==> config.mk <==
export PLATFORM = sky130hd
export DESIGN_NAME = wb_arbiter
export DESIGN_NICKNAME = d
export VERILOG_FILES = /design/src/rtl/wb_pkg.sv /design/src/rtl/wb_timeout.sv /design/src/rtl/wb_arbiter.sv
export SDC_FILE = /design/constraint.sdc
export NUM_CORES = 1
export LEC_CHECK = 0
export BUFFER_PORTS_ARGS = -buffer_cell sky130_fd_sc_hd__buf_2
export CAP_MARGIN = 20
export CORE_AREA = 2 2 117 119
export CTS_CLUSTER_DIAMETER = 80
export DETAILED_ROUTE_END_ITERATION = 12
export DIE_AREA = 0 0 119 121
export HOLD_SLACK_MARGIN = 0.15
export PLACE_DENSITY = 0.5
export SLEW_MARGIN = 20
export SYNTH_ARGS = -nofsm -noshare
export SYNTH_HDL_FRONTEND = slang
export SYNTH_SLANG_ARGS = --single-unit
==> constraint.sdc <==
create_clock -name clk -period 4.9 [get_ports clk]
set_input_delay 0.98 -clock clk [delete_from_list [all_inputs] [get_ports clk]]
set_output_delay 0.98 -clock clk [all_outputs]
set_load 0.03 [all_outputs]
==> src/rtl/wb_pkg.sv <==
// rtl/wb_pkg.sv - shared constants and types for the Wishbone arbiter
//
// Purpose: arbiter state encoding and Wishbone bus width.
// Ports:   none (package).
package wb_pkg;

   localparam int WB_W = 32;

   typedef enum logic [1:0] {
      ARB_IDLE   = 2'd0,
      ARB_GRANT0 = 2'd1,
      ARB_GRANT1 = 2'd2,
      ARB_ABORT  = 2'd3
   } arb_state_t;

endpackage

==> src/rtl/wb_timeout.sv <==
// rtl/wb_timeout.sv - saturating ack-timeout counter for the Wishbone arbiter
//
// Purpose: counts bus cycles spent waiting for an ack and flags the cycle
//          that makes the count equal to TIMEOUT.
// Ports:   clk, reset (async, active low)
//          clr  - return the count to zero (takes priority over en)
//          en   - this cycle is an unacknowledged grant cycle
//          hit  - combinational; this cycle is the TIMEOUT-th unacked cycle
module wb_timeout #(
   parameter int TIMEOUT = 255,
   parameter int CNT_W   = 8
) (
   input  logic clk,
   input  logic reset,
   input  logic clr,
   input  logic en,
   output logic hit
);

   localparam logic [CNT_W-1:0] LIMIT = CNT_W'(TIMEOUT);

   logic [CNT_W-1:0] cnt;
   logic [CNT_W-1:0] cnt_inc;

   // Count including the current cycle, held at all-ones once saturated.
   assign cnt_inc = (&cnt) ? cnt : cnt + 1'b1;

   // TIMEOUT of zero disables the abort entirely.
   assign hit = (TIMEOUT != 0) && en && (cnt_inc == LIMIT);

   always_ff @(posedge clk or negedge reset) begin
      if (!reset) begin
         cnt <= '0;
      end else if (clr) begin
         cnt <= '0;
      end else if (en) begin
         cnt <= cnt_inc;
      end
   end

endmodule

==> src/rtl/wb_arbiter.sv <==
// rtl/wb_arbiter.sv - two-master round-robin Wishbone classic arbiter with ack timeout
//
// Purpose: shares one Wishbone slave between the fetch unit (m0) and the
//          load/store unit (m1); grant lasts for a whole cyc-framed cycle and
//          an unanswered transaction is aborted with an err pulse.
// Ports:   clk, reset (async, active low)
//          i_mX_cyc/stb/we/addr/data - master X request
//          o_mX_data/ack/err         - master X response
//          o_wb_cyc/stb/we/addr/data - to slave
//          i_wb_data, i_wb_ack       - from slave
//          o_owner                   - one-hot current owner (01 m0, 10 m1)
module wb_arbiter
   import wb_pkg::*;
#(
   parameter int TIMEOUT = 255,
   parameter int CNT_W   = 8
) (
   input  logic            clk,
   input  logic            reset,
   input  logic            i_m0_cyc,
   input  logic            i_m0_stb,
   input  logic            i_m0_we,
   input  logic [WB_W-1:0] i_m0_addr,
   input  logic [WB_W-1:0] i_m0_data,
   output logic [WB_W-1:0] o_m0_data,
   output logic            o_m0_ack,
   output logic            o_m0_err,
   input  logic            i_m1_cyc,
   input  logic            i_m1_stb,
   input  logic            i_m1_we,
   input  logic [WB_W-1:0] i_m1_addr,
   input  logic [WB_W-1:0] i_m1_data,
   output logic [WB_W-1:0] o_m1_data,
   output logic            o_m1_ack,
   output logic            o_m1_err,
   output logic            o_wb_cyc,
   output logic            o_wb_stb,
   output logic            o_wb_we,
   output logic [WB_W-1:0] o_wb_addr,
   output logic [WB_W-1:0] o_wb_data,
   input  logic [WB_W-1:0] i_wb_data,
   input  logic            i_wb_ack,
   output logic [1:0]      o_owner
);

   arb_state_t      state, state_nxt;
   logic            last_served, last_nxt;
   logic            own_sel;
   logic            own_cyc, own_stb, own_we;
   logic [WB_W-1:0] own_addr, own_data;
   logic            in_grant;
   logic            slave_cyc;
   logic            to_clr, to_en, to_hit;

   assign in_grant = (state == ARB_GRANT0) || (state == ARB_GRANT1);

   // In ABORT the owner is remembered through last_served, which was set on
   // grant entry and cannot change until the arbiter is back in IDLE.
   assign own_sel  = (state == ARB_GRANT1) || ((state == ARB_ABORT) && last_served);

   assign own_cyc  = own_sel ? i_m1_cyc  : i_m0_cyc;
   assign own_stb  = own_sel ? i_m1_stb  : i_m0_stb;
   assign own_we   = own_sel ? i_m1_we   : i_m0_we;
   assign own_addr = own_sel ? i_m1_addr : i_m0_addr;
   assign own_data = own_sel ? i_m1_data : i_m0_data;

   // An ack in the counter-hit cycle keeps en low, so ack always beats err.
   assign to_en  = in_grant && own_cyc && !i_wb_ack;
   assign to_clr = !in_grant || i_wb_ack;

   wb_timeout #(
      .TIMEOUT (TIMEOUT),
      .CNT_W   (CNT_W)
   ) u_timeout (
      .clk   (clk),
      .reset (reset),
      .clr   (to_clr),
      .en    (to_en),
      .hit   (to_hit)
   );

   // Read data is broadcast; only the ack tells a master it is valid.
   assign o_m0_data = i_wb_data;
   assign o_m1_data = i_wb_data;

   assign slave_cyc = in_grant && own_cyc && !to_hit;

   always_ff @(posedge clk or negedge reset) begin
      if (!reset) begin
         state       <= ARB_IDLE;
         last_served <= 1'b1;
      end else begin
         state       <= state_nxt;
         last_served <= last_nxt;
      end
   end

   always_comb begin
      state_nxt = state;
      last_nxt  = last_served;
      o_wb_cyc  = 1'b0;
      o_wb_stb  = 1'b0;
      o_wb_we   = 1'b0;
      o_wb_addr = '0;
      o_wb_data = '0;
      o_m0_ack  = 1'b0;
      o_m1_ack  = 1'b0;
      o_m0_err  = 1'b0;
      o_m1_err  = 1'b0;
      o_owner   = 2'b00;

      case (state)
         ARB_IDLE: begin
            // With both requesting, m0 wins only if m1 was served last.
            if (i_m0_cyc && (!i_m1_cyc || last_served)) begin
               state_nxt = ARB_GRANT0;
               last_nxt  = 1'b0;
            end else if (i_m1_cyc) begin
               state_nxt = ARB_GRANT1;
               last_nxt  = 1'b1;
            end
         end

         ARB_GRANT0, ARB_GRANT1: begin
            o_wb_cyc  = slave_cyc;
            o_wb_stb  = own_stb && !to_hit;
            o_wb_we   = own_we;
            o_wb_addr = own_addr;
            o_wb_data = own_data;
            o_owner   = own_sel ? 2'b10 : 2'b01;
            o_m0_ack  = !own_sel && i_wb_ack && slave_cyc;
            o_m1_ack  =  own_sel && i_wb_ack && slave_cyc;
            o_m0_err  = !own_sel && to_hit;
            o_m1_err  =  own_sel && to_hit;
            if (to_hit) begin
               state_nxt = ARB_ABORT;
            end else if (!own_cyc) begin
               state_nxt = ARB_IDLE;
            end
         end

         ARB_ABORT: begin
            o_owner = own_sel ? 2'b10 : 2'b01;
            if (!own_cyc) begin
               state_nxt = ARB_IDLE;
            end
         end

         default: begin
            state_nxt = ARB_IDLE;
         end
      endcase
   end

endmodule

==> results of run 1 <==
## sequential cells by signal (all words and copies together), names as in the netlist
signal         cells
last_served        1
u_timeout.cnt      8
state              2
## final cells by class
class / count / area, um2 / share of cell area
inverters: 4 / 15.01 / 0.004736
flip-flops and latches: 11 / 276.5 / 0.08721
repair buffers: 213 / 1076 / 0.3394
clock buffers: 4 / 78.83 / 0.02486
multi-input cells: 278 / 1504 / 0.4743
well taps: 176 / 220.2 / 0.06946
## per-layer routing
| metal | vias up | GRT usage | wire length, um |
|---|---|---|---|
| met1 | 1273 | 0.1610 | 4121 |
| met2 | 130 | 0.2130 | 4647 |
| met4 | 0 | 0.01711 | 97 |
| li1 | 1448 | - | - |
| met5 | - | 0 | 0 |
| met3 | 6 | 0.03102 | 671 |
## final timing paths
check / from / to / depth (start not counted)
min reg2reg: last_served / last_served / 2
min: last_served / last_served / 2
max reg2reg: state[1] / u_timeout.cnt[2] / 7
min in group asynchronous: reset / u_timeout.cnt[3] / 1
max: state[1] / o_wb_cyc / 6
max in group asynchronous: reset / last_served / 1
## per-stage QoR
stage | setup slack (ns) | instance area [um2] | cells | hold slack (ns)
5_1_grt | 1.194 | 3171 | 686 | 0.5940
3_5_place_dp | 1.405 | 3092 | 682 | 0.5611
3_3_place_gp | 1.519 | 3092 | 682 | 0.5615
2_1_floorplan | 1.671 | 2369 | 382 | 0.5234
6_report | 1.393 | 3171 | 686 | 0.5656
4_1_cts | 1.343 | 3171 | 686 | 0.5648
## tightest hold or removal path, cell delays in order, from the launching register on
cell and delay [ns]:
sky130_fd_sc_hd__dfstp_2 0.39, sky130_fd_sc_hd__a21oi_1 0.11, sky130_fd_sc_hd__a31oi_1 0.05
## kinds of logic after synthesis
logic type / after synthesis / synth area share
buf+inv: 93 / 0.2499
compound gates: 92 / 0.2874
flops: 11 / 0.1167
fa+ha+maj: 4 / 0.02113
xor+xnor: 3 / 0.01110
mux: 3 / 0.01479
simple gates: 176 / 0.2990
## synth_stat cells, types with 2 or more instances
cell type                    n  share of area
sky130_fd_sc_hd__nor2_1     13          0.021
sky130_fd_sc_hd__inv_1       4         0.0063
sky130_fd_sc_hd__nor2b_1     3         0.0079
sky130_fd_sc_hd__o21ai_0     5          0.011
sky130_fd_sc_hd__nand2_1   139           0.22
sky130_fd_sc_hd__and3_1      5          0.013
sky130_fd_sc_hd__a311oi_1    2         0.0074
sky130_fd_sc_hd__buf_4      64           0.20
sky130_fd_sc_hd__buf_1       2         0.0032
sky130_fd_sc_hd__ha_1        4          0.021
sky130_fd_sc_hd__clkbuf_1   21          0.033
sky130_fd_sc_hd__a21boi_0   65           0.21
sky130_fd_sc_hd__nand2b_1    2         0.0053
sky130_fd_sc_hd__a32oi_1     3          0.011
sky130_fd_sc_hd__a21oi_1     7          0.015
sky130_fd_sc_hd__nor3_1      4         0.0085
sky130_fd_sc_hd__xor2_1      2         0.0074
sky130_fd_sc_hd__dfrtp_1    10           0.11
sky130_fd_sc_hd__buf_2       2         0.0042
sky130_fd_sc_hd__nand3_1     8          0.017
## power by group
part / total, mW / internal, mW / switching [mW]
logic: 2.12 / 0.620 / 1.50
registers: 0.134 / 0.110 / 0.0231
clock network: 0.156 / 0.110 / 0.0462
total: 2.41 / 0.841 / 1.57
==> results.toml, run 1 <==
[layout]
net_count_of_the_finished_layout = 684
drive_gt1_frac = 0.4392
most-common-layout-cells = "209 x sky130_fd_sc_hd__buf_2, 139 x sky130_fd_sc_hd__nand2_1, 65 x sky130_fd_sc_hd__a21boi_0"
antenna_cells_inserted = 0
layout-area-overhead-vs-synth_pct = 33.86
finalCoreUtilization = 0.2423
final_common_cell = "sky130_fd_sc_hd__buf_2"
num-fill-cells = 1505

[sta]
setup_total_negative_slack_ns = 0
unrepaired_setup_endpoints_after_global_routing = "no"
setup_violations = 0
slew_of_the_pin_with_the_lowest_slew_margin_ns = 0.6946
worst_slew_margin_rel = 0.5369
period_minus_slack_ns = 3.507
slew_violations = 0
fmaxAchievable_ghz = 0.2852
final.setup_skew_ns = 0.002222
period_share = 0.7156
hold_violations = 0

[yosys]
post_synth.cell_area_avg_um2 = 6.200
synth_flop_cell = "sky130_fd_sc_hd__dfrtp_1"
synth_edf_count = 0
post_synth_instance_area_mm2 = 0.002369
ys_ff_latch = 11
gate_count_after_technology_mapping = 382
synth.lib_cells_used.distinct = 37
yosys_warnings = 0
synth_nets = 555
postSynth.asyncResetShare = 1.000
synth.yosys.seq_area_share = 0.1167

[clock_network]
cts.htree.levels = 1
cts_setup_buffers = 0
clock_path_buffers = 2
cts-root-buf = "sky130_fd_sc_hd__clkbuf_16"
cts_buffers = 3
cts.hold.buffers_added = 0
tritoncts_clock_tree = "done"
cts_num_sinks = 11
cts-resized-gates = 0
clkSlewWorstSetupHoldPaths_ns = 0.04
worst_skew_pair.late_latency_ns = 0.24

[power_and_ir_drop]
vdd.ir_drop.worst_uv = 284.2
finalPower_mw = 2.406
power_leakage_nw = 1.723
power-per-cell-area_mw_per_mm2 = 758.8

[setup_path]
timing.critical_path.from_type = "flip-flop"
timing.setup.critical_path_class = "reg2out"
crit_slowest_cell = "sky130_fd_sc_hd__buf_4"
regToRegSetupSlack_ns = 2.56
critical-path-max-stage-delay_ns = 0.56
critPathCaptureType = "output port"
worst_path_dominant_cell_family = "buffers and inverters"
cp_data_arrival_time_ns = 2.53
crit_chain = "ha_1 > a21oi_4 > buf_4 > mux2_2 > and3_1 > buf_2"
required_ns = 3.92
worst-path-max-fanout = 69
path_buf_inv = 2

[floorplanning]
effective_utilization_at_floorplan = 0.1810
dieArea_mm2 = 0.01440
die_span_y_um = 121
core_mm2 = 0.01309
fp-row-count = 42
pin_count = 306
die_width_um = 119

[place]
dpl.hpwl_mm = 7.637
port_buffers = 209
gp_routability_congestion = 0.8320

[run]
cap_violations = 0

[route]
drc_errors = 0
route.vias.total = 2857
post_drt_via_cell_ratio = 4.165
drt_iter0_drc = 179
drt_first_pass_iters = 4
finalWirelength_mm = 9.538
remaining_number_of_nets_flagged_by_the_antenna_check_after_routing = 0
avgRoutedWirePerCell_um = 13.90

[worst_hold_path]
timing.hold.worst.class = "reg2reg"

[status]
outcome = "complete, no violations"

[grt]
grt_pass1_vias = 2684
track_usage = 0.1242
grt_start_max_net_pins = 71
gr-total-overflow = 0
grt_first_pass_wirelength_mm = 14.49
grt_antenna_before_repair = 0
No activity file was read; power rests on OpenSTA's default activity.
==> inputs of run 2 (changes only) <==
ABC_AREA = 1   (was not set)
CORE_AREA = 2 2 118 120   (was 2 2 117 119)
DIE_AREA = 0 0 120 122   (was 0 0 119 121)
PLACE_DENSITY = 0.49   (was 0.5)
clock period = 3.35 ns   (was 4.9 ns; I/O delays follow)
==> run 2 against run 1 <==
  * Die area rose by 1.7%
  * Global-route usage fell by 1.0 points
  * Sequential power rose by 43%
  * Register-to-register slack got worse by 1.1 ns
  * Area after synthesis fell by 2.6%
  * Power rose by 52%
  * Design area barely moved
  * First-iteration DRC count fell by 46%
  * Sequential share of layout area barely moved
  * Worst hold slack got worse by 0.26 ns
  * Worst setup slack got worse by 0.97 ns
  * Largest cell class unchanged
==> results.toml, run 2 <==
[sta]
unrepaired_setup_endpoints_after_global_routing = "no"
layout_setup_ws_ns = 0.4217
slew_violations = 0
setup_total_negative_slack_ns = 0
setup_violations = 0
final.setup_skew_ns = 0.002959
slew_of_the_pin_with_the_lowest_slew_margin_ns = 0.5632
worst_slew_margin_rel = 0.6240
fmaxAchievable_ghz = 0.3415
hold_ws_ns = 0.3095
hold_violations = 0
period_share = 0.8741
period_minus_slack_ns = 2.928

[place]
gp_routability_congestion = 0.7820
port_buffers = 209
dpl.hpwl_mm = 7.568
dp.cells = 718
dp_slack_ns = 0.6675
place_area_mm2 = 0.003093

[yosys]
gate_count_after_technology_mapping = 407
ys_ff_latch = 11
post-synth-top-area-fraction = 0.2538
synth_edf_count = 0
post_synth.cell_area_avg_um2 = 5.669
synth.most_common_cell = "sky130_fd_sc_hd__nand2_1"
yosys_warnings = 0
synth.lib_cells_used.distinct = 29
postSynth.asyncResetShare = 1.000
synth_nets = 580
synth_top_area_cell = "sky130_fd_sc_hd__nand2_1"
synth_flop_cell = "sky130_fd_sc_hd__dfrtp_1"
post_synth_instance_area_mm2 = 0.002307
netlist_top_cells_count = "156 x sky130_fd_sc_hd__nand2_1, 65 x sky130_fd_sc_hd__a21oi_1, 64 x sky130_fd_sc_hd__buf_4, 19 x sky130_fd_sc_hd__inv_1, 13 x sky130_fd_sc_hd__nand3_1"
synth.yosys.seq_area_share = 0.1198
netlist_top_cells_area = "sky130_fd_sc_hd__nand2_1 25%, sky130_fd_sc_hd__buf_4 21%, sky130_fd_sc_hd__a21oi_1 14%"

[clock_network]
tritoncts_clock_tree = "done"
cts-resized-gates = 0
cts_setup_buffers = 0
cts_buffers = 3
cts-root-buf = "sky130_fd_sc_hd__clkbuf_16"
cts.hold.buffers_added = 0
worst_skew_pair.late_latency_ns = 0.24
cts.htree.levels = 1
clock_path_buffers = 2
clkSlewWorstSetupHoldPaths_ns = 0.05
cts_num_sinks = 11

[status]
outcome = "complete, no violations"

[grt]
gr-total-overflow = 0
grt_antenna_before_repair = 0
grt_first_pass_wirelength_mm = 13.64
track_usage = 0.1137
grt_pass1_vias = 2668
grt_start_max_net_pins = 47

[power_and_ir_drop]
power.share.switching = 0.6755
combPwrFrac = 0.886
pwr-share-seq = 0.052
power.clock.fraction = 0.062
power_switching_mw = 2.473
vdd.ir_drop.worst_uv = 620.5
power_leakage_nw = 1.802
power-per-cell-area_mw_per_mm2 = 1154
internal-power_mw = 1.188

[layout]
final_common_cell = "sky130_fd_sc_hd__buf_2"
antenna_cells_inserted = 0
drive_gt1_frac = 0.4557
max_flop_register = "u_timeout.cnt"
net_count_of_the_finished_layout = 716
layout-area-overhead-vs-synth_pct = 37.47
final_design_area_no_fill_mm2 = 0.003172
largest_reg_flops = 8
most-common-layout-cells = "209 x sky130_fd_sc_hd__buf_2, 156 x sky130_fd_sc_hd__nand2_1, 65 x sky130_fd_sc_hd__a21oi_1"
biggestRegsByFlops = "u_timeout.cnt: 8 flops, state: 2 flops, last_served: 1 flops"
layoutNonFillerInstCount = 722

[route]
drt_iter0_drc = 97
drc_errors = 0
avgRoutedWirePerCell_um = 13.07
route.vias.total = 2949
finalWirelength_mm = 9.433
remaining_number_of_nets_flagged_by_the_antenna_check_after_routing = 0
post_drt_via_cell_ratio = 4.084
drt_first_pass_iters = 4

[setup_path]
cp_data_arrival_time_ns = 2.26
crit_slowest_cell = "sky130_fd_sc_hd__dfrtp_1"
timing.critical_path.from_type = "flip-flop"
cp_common_cell = "sky130_fd_sc_hd__nand2_2"
critical-path-max-stage-delay_ns = 0.43
worst-path-max-fanout = 43
timing.setup.critical_path_class = "reg2out"
critPathCaptureType = "output port"
required_ns = 2.68
crit_chain = "ha_1 > nand2_2 > nand2_2 > inv_2 > buf_12 > nand2_1 > a21oi_1 > buf_2"

[floorplanning]
die_span_y_um = 122
dieArea_mm2 = 0.01464
effective_utilization_at_floorplan = 0.1709
core_mm2 = 0.01350
fp-row-count = 43
pin_count = 306
die_width_um = 120

[run]
cap_violations = 0

[worst_hold_path]
timing.hold.worst.class = "in2async"
==> run 2: routing by layer <==
metal,up-vias,wire [um],global-route usage
li1,1506,-,-
met1,1268,4081,0.1502
met2,151,4495,0.1939
met3,24,733,0.02200
met4,0,123,0.02059
met5,-,0,0
==> run 2: cell type report <==
cell class                      count  area [um2]
Sequential cell                    11       276.5
Timing Repair Buffer              217        1131
Tap cell                          180       225.2
Clock buffer                        4       78.83
Inverter                           21       78.83
Multi-Input combinational cell    289        1381
Fill cell                        1606       10330
==> run 2: cell families (layout without fill, tap and decap cells) <==
kind of cell,after synthesis,after routing,share of synthesized area
buffers and inverters,107,242,0.2815
adder cells (fa/ha/maj),4,4,0.02169
flip-flops,11,11,0.1199
AND/OR/NAND/NOR,198,198,0.3758
AO/OA/AOI/OAI,85,85,0.1936
XOR/XNOR,2,2,0.007594
==> run 2: power by group through the flow <==
stage / clock, mW / combinational [mW] / sequential [mW]
floorplan: 0 / 2.38 / 0.185
global placement: 0 / 3.25 / 0.192
detailed placement: 0 / 3.27 / 0.192
CTS: 0.231 / 3.28 / 0.190
global route: 0.239 / 3.50 / 0.195
finish: 0.225 / 3.24 / 0.191
==> run 2: final timing paths <==
check	from	end	slack, ns	cells past startpoint
worst max-delay path	state[1]	o_wb_data[30]	0.42	8
worst min-delay path	reset	u_timeout.cnt[3]	0.31	1
worst max register to register	state[1]	state[1]	1.44	11
worst min register to register	last_served	last_served	0.50	2
max in group asynchronous	reset	last_served	2.76	1
min in group clk	last_served	last_served	0.50	2
==> run 2: critical path: cells and delay by family (launching register included) <==
kind	cells	cell delay (ns)
flip-flops	1	0.43
buffers and inverters	3	0.83
adder cells (fa/ha/maj)	1	0.25
AO/OA/AOI/OAI	1	0.23
AND/OR/NAND/NOR	3	0.25
==> run 2: stage by stage <==
| step | util | power (mW) |
|---|---|---|
| 6_report | 0.2349 | 3.660 |
| 2_1_floorplan | - | 2.569 |
| 4_1_cts | 0.2349 | 3.700 |
| 3_5_place_dp | 0.2290 | 3.458 |
| 5_1_grt | 0.2349 | 3.933 |
| 3_3_place_gp | 0.2276 | 3.437 |
==> inputs of run 3 (changes only) <==
BUFFER_PORTS_ARGS = -buffer_cell sky130_fd_sc_hd__clkbuf_2   (was -buffer_cell sky130_fd_sc_hd__buf_2)
CAP_MARGIN = 10   (was 20)
==> run 3 against run 2 <==
  * Combinational power decreased by 2%
  * Sequential cell count unchanged
  * Register-to-register slack got worse by 0.04 ns
  * Highest routed layer unchanged
==> results.toml, run 3 (synthesis results as in run 2) <==
[clock_network]
clkSlewWorstSetupHoldPaths_ns = 0.05
cts_buffers = 3
cts-root-buf = "sky130_fd_sc_hd__clkbuf_16"
cts-resized-gates = 0
cts.hold.buffers_added = 0
clock_path_buffers = 2
tritoncts_clock_tree = "done"
cts.htree.levels = 1
cts_num_sinks = 11
cts_setup_buffers = 0
worst_skew_pair.late_latency_ns = 0.24

[layout]
max_flop_register = "u_timeout.cnt"
num-fill-cells = 1583
net_count_of_the_finished_layout = 713
most-common-layout-cells = "209 x sky130_fd_sc_hd__clkbuf_2, 156 x sky130_fd_sc_hd__nand2_1, 65 x sky130_fd_sc_hd__a21oi_1"
antenna_cells_inserted = 0
largest_reg_flops = 8
ff_latch_area_um2 = 276.5
drive_gt1_frac = 0.4545
final_common_cell = "sky130_fd_sc_hd__clkbuf_2"
biggestRegsByFlops = "u_timeout.cnt: 8 flops, state: 2 flops, last_served: 1 flops"
layout-area-overhead-vs-synth_pct = 36.55
multiInputGateArea_mm2 = 0.001381

[grt]
grt_start_max_net_pins = 49
grt_antenna_before_repair = 0
grt_first_pass_wirelength_mm = 13.66
track_usage = 0.1128
grt_pass1_vias = 2665
gr-total-overflow = 0

[power_and_ir_drop]
power-per-cell-area_mw_per_mm2 = 1146
power_switching_mw = 2.471
combPwrFrac = 0.884
power.clock.fraction = 0.063
vdd.ir_drop.worst_uv = 529.3
pwr-share-seq = 0.053
power_leakage_nw = 1.785
internal-power_mw = 1.139
power.share.switching = 0.6845

[setup_path]
rr_endpoint = "state[1]"
origin_of_the_critical_flop_to_flop_path = "state[1]"
timing.critical_path.from_type = "flip-flop"
timing.setup.critical_path_class = "reg2out"
regToRegSetupSlack_ns = 1.40
r2r_cells = 10
worst-path-max-fanout = 9
critPathCaptureType = "output port"
required_ns = 2.68
cp_data_arrival_time_ns = 2.29

[route]
remaining_number_of_nets_flagged_by_the_antenna_check_after_routing = 0
avgRoutedWirePerCell_um = 12.72
drc_errors = 0
drt_first_pass_iters = 4
drt_iter0_drc = 94
post_drt_via_cell_ratio = 4.035
route.vias.total = 2901
finalWirelength_mm = 9.143

[sta]
unrepaired_setup_endpoints_after_global_routing = "no"
hold_ws_ns = 0.3110
setup_violations = 0
fmaxAchievable_ghz = 0.3380
period_share = 0.8832
worst_slew_margin_rel = 0.6775
slew_violations = 0
period_minus_slack_ns = 2.959
hold_violations = 0
final.setup_skew_ns = 0.001012
setup_total_negative_slack_ns = 0
slew_of_the_pin_with_the_lowest_slew_margin_ns = 0.4838

[floorplanning]
fp-row-count = 43
pin_count = 306
core_mm2 = 0.01350
die_span_y_um = 122
dieArea_mm2 = 0.01464
effective_utilization_at_floorplan = 0.1709
die_width_um = 120

[place]
port_buffers = 209
gp_routability_congestion = 0.8080
dpl.hpwl_mm = 7.455

[status]
outcome = "complete, no violations"

[worst_hold_path]
timing.hold.worst.class = "in2async"

[run]
cap_violations = 0
[run 3: changes by cell type in the layout (fill, tap and decap cells not counted), sizes merged]
cell	delta
buf	-212
clkbuf	+208
clkinv	+1
[run 3: worst max-delay path, cell delays in order, from the launching register on]
cell                       delay [ns]
sky130_fd_sc_hd__dfrtp_1         0.44
sky130_fd_sc_hd__inv_1           0.07
sky130_fd_sc_hd__ha_1            0.43
sky130_fd_sc_hd__nand2_1         0.18
sky130_fd_sc_hd__nor2_8          0.20
sky130_fd_sc_hd__nand4_2         0.12
sky130_fd_sc_hd__nor2_4          0.14
sky130_fd_sc_hd__nand2_4         0.08
sky130_fd_sc_hd__nor3_1          0.15
sky130_fd_sc_hd__clkbuf_2        0.23
[run 3: how the worst max path moves through the flow]
| stage | from | to | slack [ns] |
|---|---|---|---|
| 2_1_floorplan | state[1] | o_m0_err | 0.56 |
| 3_3_place_gp | state[1] | o_m1_err | 0.69 |
| 3_5_place_dp | state[1] | o_m1_err | 0.64 |
| 4_1_cts | state[1] | o_m1_err | 0.37 |
| 5_1_grt | state[1] | o_m1_err | 0.22 |
| 6_report | state[1] | o_m1_err | 0.39 |
[run 3: stage by stage]
step	cell area [um2]	power, mW	instances	util	worst slack [ns]
after floorplan	2307	2.569	407	-	0.5561
after global placement	3070	3.442	715	0.2274	0.6861
after detailed placement	3070	3.416	715	0.2274	0.6383
after CTS	3151	3.661	719	0.2333	0.3669
after global routing	3151	3.902	719	0.2333	0.2201
final	3151	3.609	719	0.2333	0.3914
[run 3: final cells by class]
| class | count | share of cell area |
|---|---|---|
| sequential | 11 | 0.08777 |
| tap | 180 | 0.07149 |
| clock inverter | 1 | 0.001589 |
| timing repair buffer | 214 | 0.3519 |
| clock buffer | 3 | 0.02383 |
| inverter | 21 | 0.02502 |
| multi-input combinational | 289 | 0.4384 |
[run 3: layer usage]
layer,vias up,track usage,part of all wire
met5,-,0,0
met4,0,0.01985,0.012
met3,21,0.02294,0.081
met2,144,0.1857,0.47
met1,1240,0.1538,0.43
li1,1496,-,-
[run 3: power groups by stage]
stage                     logic [mW]  registers [mW]  clock network [mW]
after floorplan                 2.38           0.185                   0
after global placement          3.25           0.192                   0
after detailed placement        3.22           0.192                   0
after CTS                       3.24           0.191               0.234
after global routing            3.47           0.194               0.240
final                           3.19           0.191               0.228
